`src/rtl/tile_pack_sequencer.sv`:
```
// Packs a tile of narrow words into the asymmetric RAM, then drains it as wide rows
// through a 2-entry buffer that hides the RAM's 1-cycle read latency.
module tile_pack_sequencer #(
  parameter int unsigned DATA_RATIO = 8,
  parameter int unsigned DATA_WIDTH = 32,
  parameter int unsigned ADDR_WIDTH = 32,
  parameter int unsigned TILE_ROWS  = 32
) (
  input  logic                             clk,
  input  logic                             rst,
  input  logic                             start,
  output logic                             busy,
  output logic                             tile_done,
  input  logic                             in_valid,
  output logic                             in_ready,
  input  logic [DATA_WIDTH-1:0]            in_data,
  output logic                             mem_if_write,
  output logic [ADDR_WIDTH-1:0]            mem_if_address,
  output logic [DATA_WIDTH-1:0]            mem_if_write_data,
  output logic [DATA_WIDTH/8-1:0]          mem_if_write_strb,
  input  logic [DATA_RATIO*DATA_WIDTH-1:0] mem_if_read_data,
  output logic                             out_valid,
  input  logic                             out_ready,
  output logic [DATA_RATIO*DATA_WIDTH-1:0] out_data,
  output logic                             out_last
);

  localparam int unsigned NumWords  = TILE_ROWS * DATA_RATIO;
  localparam int unsigned RowWidth  = DATA_RATIO * DATA_WIDTH;
  localparam int unsigned WordBytes = DATA_WIDTH / 8;
  localparam int unsigned RowBytes  = DATA_RATIO * WordBytes;
  localparam int unsigned KW        = $clog2(NumWords + 1);
  localparam int unsigned RW        = $clog2(TILE_ROWS + 1);

  typedef enum logic [1:0] {StIdle, StLoad, StDrain} state_e;

  state_e              state_q;
  logic [KW-1:0]       k_q;
  logic [RW-1:0]       r_q;
  logic [RowWidth-1:0] buf_q [2];
  logic [1:0]          last_q;
  logic [1:0]          occ_q;
  logic                inflight_q;
  logic                inflight_last_q;
  logic                tile_done_q;

  logic       in_hs;
  logic       last_word;
  logic       rows_left;
  logic       pop;
  logic       push;
  logic       rd_issue;
  logic [2:0] credit;

  assign busy      = (state_q != StIdle);
  assign in_ready  = (state_q == StLoad);
  assign tile_done = tile_done_q;
  assign out_valid = (occ_q != 2'd0);
  assign out_data  = buf_q[0];
  assign out_last  = out_valid & last_q[0];

  always_comb begin
    in_hs     = (state_q == StLoad) & in_valid;
    last_word = (k_q == KW'(NumWords - 1));
    rows_left = (r_q < RW'(TILE_ROWS));
    pop       = out_valid & out_ready;
    push      = inflight_q;
    // Buffered plus in-flight rows, net of this cycle's pop, must leave room for one more.
    credit    = 3'(occ_q) + 3'(inflight_q);
    rd_issue  = (state_q == StDrain) & rows_left & (credit < (3'd2 + 3'(pop)));

    mem_if_write      = in_hs;
    mem_if_write_data = in_data;
    mem_if_write_strb = {WordBytes{in_hs}};
    if (in_hs) begin
      mem_if_address = ADDR_WIDTH'(k_q) * ADDR_WIDTH'(WordBytes);
    end else if (rd_issue) begin
      mem_if_address = ADDR_WIDTH'(r_q) * ADDR_WIDTH'(RowBytes);
    end else begin
      mem_if_address = '0;
    end
  end

  always_ff @(posedge clk) begin
    if (rst) begin
      state_q         <= StIdle;
      k_q             <= '0;
      r_q             <= '0;
      buf_q[0]        <= '0;
      buf_q[1]        <= '0;
      last_q          <= '0;
      occ_q           <= '0;
      inflight_q      <= 1'b0;
      inflight_last_q <= 1'b0;
      tile_done_q     <= 1'b0;
    end else begin
      tile_done_q <= 1'b0;
      inflight_q  <= rd_issue;
      if (rd_issue) begin
        inflight_last_q <= (r_q == RW'(TILE_ROWS - 1));
        r_q             <= r_q + RW'(1);
      end

      unique case (state_q)
        StIdle: begin
          if (start) begin
            state_q <= StLoad;
            k_q     <= '0;
            r_q     <= '0;
          end
        end
        StLoad: begin
          if (in_hs) begin
            k_q <= k_q + KW'(1);
            if (last_word) state_q <= StDrain;
          end
        end
        StDrain: begin
          if (pop && out_last) begin
            state_q     <= StIdle;
            tile_done_q <= 1'b1;
          end
        end
        default: state_q <= StIdle;
      endcase

      // Head-at-index-0 FIFO; read data lands the cycle after issue.
      unique case ({push, pop})
        2'b10: begin
          if (occ_q == 2'd0) begin
            buf_q[0]  <= mem_if_read_data;
            last_q[0] <= inflight_last_q;
          end else begin
            buf_q[1]  <= mem_if_read_data;
            last_q[1] <= inflight_last_q;
          end
          occ_q <= occ_q + 2'd1;
        end
        2'b01: begin
          buf_q[0]  <= buf_q[1];
          last_q[0] <= last_q[1];
          occ_q     <= occ_q - 2'd1;
        end
        2'b11: begin
          if (occ_q == 2'd1) begin
            buf_q[0]  <= mem_if_read_data;
            last_q[0] <= inflight_last_q;
          end else begin
            buf_q[0]  <= buf_q[1];
            last_q[0] <= last_q[1];
            buf_q[1]  <= mem_if_read_data;
            last_q[1] <= inflight_last_q;
          end
        end
        default: ;
      endcase
    end
  end

endmodule

```
`config.mk`:
```
export PLATFORM = sky130hd
export DESIGN_NAME = tile_pack_sequencer
export DESIGN_NICKNAME = d
export VERILOG_FILES = /design/src/rtl/tile_pack_sequencer.sv
export SDC_FILE = /design/constraint.sdc
export NUM_CORES = 1
export LEC_CHECK = 0
export ABC_AREA = 1
export BUFFER_PORTS_ARGS = -buffer_cell sky130_fd_sc_hd__buf_2
export CORE_AREA = 2 2 242 244
export DETAILED_ROUTE_END_ITERATION = 7
export DIE_AREA = 0 0 244 246
export PLACE_DENSITY = 0.72
export SLEW_MARGIN = 20
export SYNTH_ARGS = -nofsm -noshare
export SYNTH_HDL_FRONTEND = slang
export SYNTH_SLANG_ARGS = --single-unit
export TNS_END_PERCENT = 20
```
`constraint.sdc`:
```
create_clock -name clk -period 15.75 [get_ports clk]
set_input_delay 3.15 -clock clk [delete_from_list [all_inputs] [get_ports clk]]
set_output_delay 3.15 -clock clk [all_outputs]
set_load 0.005 [all_outputs]
```
==> qor.txt <==
commonest non-fill, non-tap cell in the layout: buf_2
Longest Clk Path Bufs: 3
DRT antenna net count: 0
top layer in use: met5
GP Congestion: 0.841
Core Region: 57400 um^2
Final min period: 7.36 ns
Logic pwr share: 0.168
FP Rows: 88
Layout area overhead: 10.6%
PwrDens: 140 nW/um^2
fin cells: 3449
io pins: 623
DIE HEIGHT: 246 um
# resized after CTS: 0
hold depth: 1
CP Class: in2out
drt initial violations: 1363
clock network fraction of design power: 0.341
Worst Path Max Fanout: 11
crit path DAT: 4.21 ns
maximum VDD drop: 0.0000779 V
Hold Violations, Final: 0
Max stage delay on crit path: 0.29 ns
Worst Hold End: k_q[0]
Pins Over Slew Limit: 0
count of different cell masters after synthesis: 24
worst clock skew: 0.0213 ns
crit path max-delay cell type: nand2_1
switching share of power: 0.269
RSZ-0062 raised after global routing: no
Yosys reg bits: 536
met2 WL post-DR: 29.8 mm
worst-path cell chain: buf_2 -> nand3_1 -> nand2_1 -> nand2_1 -> o21ai_0 -> buf_2
Sequential Power Share: 0.491
Avg Inst Size Synth: 10.4 um^2
Area after DPL: 26400 um^2
YS warnings: 0
WL met1: 23.4 mm
drt pass-1 iters: 7
post-synthesis sequential area ratio: 0.618
Crit path buffers/inverters: 2
worst flop-to-flop path startpoint: occ_q[0]
total congestion overflow: 0
GRT Overall Usage: 0.187
worst slack, placed: 8.40 ns
initial antenna violation count: 10
met3 WL: 4.45 mm
# fillers: 5098
fmax: 136 MHz
area of the multi-input gates: 5700 um^2
DPL Wire Length: 38.4 mm
Register-to-Register Path Depth: 11
Critical Path RT: 12.60 ns
Die Area: 60000 um^2
Crit path max-delay family: simple AND/OR/NAND/NOR gates
hold path startpoint: k_q[0]
setup_tns: 0 ns
Lkg Pwr: 12.5 nW
DR DRC count: 0
detailed-route via count: 17.8k
RR Endpoint: buf_q[0][201]
CTS Sinks: 536
cell internal pwr: 2.91 mW
Setup Buffers After CTS: 0
CTS tree: yes
post-layout power: 3.97 mW
Design Area, Final: 28400 um^2
Max-slew headroom: 0.279
largest net degree at the start of global routing: 240
MaxCap Viol Count: 0
R2R Setup Slk: 11.57 ns
Clock Tree Root: clkbuf_16
first-pass GRT wire length: 90.6 mm
Via density: 5.16
clock-pin slew on the worst setup and hold paths: 0.06 ns
status: finished clean
H-tree level count: 2
initial core utilization: 0.447
share of cells above drive strength 1: 0.242
CP Capture Type: primary output
worst hold path class: reg2reg
wire per inst: 17.3 um
register area: 15900 um^2
crit path launch: out_ready
Startpoint Class: input pin
Inst Count DP: 3337
PnR worst setup slack: 8.39 ns
CTS Buf Count: 56
Tcrit/Tclk final: 0.467
slew of the pin with the lowest slew margin: 1.08 ns
commonest non-fill, non-tap cells in the layout: buf_2 (535), edfxtp_1 (512), o21ai_0 (492)
Hold Buf Count CTS: 0
worst-skew pair later-pin latency: 0.60 ns
I/O Buffers: 535
Switch Pwr: 1.07 mW
Cell Area, Synth: 25700 um^2
Cells after Synth: 2460
number of global-route vias before repair: 16.7k
Die Width: 244 um
final setup vio count: 0
NumNets Final: 2935
total wire length: 59.7 mm
==> stage by stage <==
stage,util,hold WS (ns)
2_1_floorplan,-,0.447
3_3_place_gp,0.461,0.464
3_5_place_dp,0.461,0.475
4_1_cts,0.493,0.484
5_1_grt,0.495,0.516
6_report,0.495,0.483
==> Yosys cell counts <==
cell type,instances,area share
edfxtp_1,512,0.60
dfxtp_1,24,0.019
o22ai_1,4,0.00098
nor2_1,285,0.042
nand3_2,1,0.00039
nor3_1,2,0.00039
buf_2,61,0.012
xor2_1,2,0.00068
clkbuf_1,42,0.0061
conb_1,1,0.00015
nor2_2,2,0.00049
buf_4,356,0.10
o21ai_0,492,0.096
inv_1,291,0.043
nand2_1,40,0.0059
inv_2,2,0.00029
o21ai_1,34,0.0066
nand4_1,4,0.00098
nand3_1,20,0.0039
ha_1,10,0.0049
o211ai_1,1,0.00029
a21oi_1,272,0.053
nor2_4,1,0.00044
or2_2,1,0.00024
==> flip-flops by register name, summed over array words and instances (netlist names) <==
| signal | count |
|---|---|
| k_q | 9 |
| last_q | 2 |
| buf_q | 512 |
| inflight_q | 1 |
| tile_done | 1 |
| state_q | 2 |
| r_q | 6 |
| inflight_last_q | 1 |
| occ_q | 2 |
==> area by class of cell <==
class / count / share of cell area
sequential: 536 / 0.559
multi-input combinational: 1194 / 0.201
timing repair buffer: 551 / 0.101
clock buffer: 65 / 0.0521
inverter: 293 / 0.0387
tap: 765 / 0.0337
clock inverter: 38 / 0.0145
antenna: 7 / 0.000617
==> worst reg2reg max path: cells and delay by family (launching register included) <==
| family | cells | cell delay [ns] |
|---|---|---|
| flip-flops | 1 | 0.40 |
| adder cells (fa/ha/maj) | 2 | 0.45 |
| AND/OR/NAND/NOR | 3 | 0.80 |
| AO/OA/AOI/OAI | 1 | 0.25 |
| buffers and inverters | 5 | 1.99 |
==> layer usage <==
layer  vias up  track usage
met5         -            0
met2       729        0.313
li1       8411            -
met4         6       0.0721
met1      8521        0.240
met3       121       0.0395
==> cells by family (layout without fill, tap and decap cells) <==
family	after synthesis	after routing	share of synthesized area
AND/OR/NAND/NOR	356	356	0.0544
AO/OA/AOI/OAI	803	803	0.157
other	1	30	0.000146
flip-flops	536	536	0.618
adder cells (fa/ha/maj)	10	10	0.00488
XOR/XNOR	2	2	0.000683
buffers and inverters	752	947	0.165
==> power by group through the flow <==
stage	Sequential (mW)	Clock (mW)	Combinational, mW
after floorplan	2.00	0	0.578
after global placement	1.98	0	0.647
after detailed placement	1.98	0	0.668
after CTS	1.95	1.38	0.671
after global routing	1.97	1.44	0.739
final	1.95	1.36	0.667
==> worst max-delay path by stage <==
stage,end,slack [ns],cells after the start
floorplan,buf_q[0][0],3.74,5
global placement,mem_if_address[8],8.47,6
detailed placement,mem_if_address[8],8.40,6
CTS,mem_if_address[8],8.39,6
global route,mem_if_address[7],8.26,6
finish,mem_if_address[8],8.39,6
(Power assumes the default switching activity.)
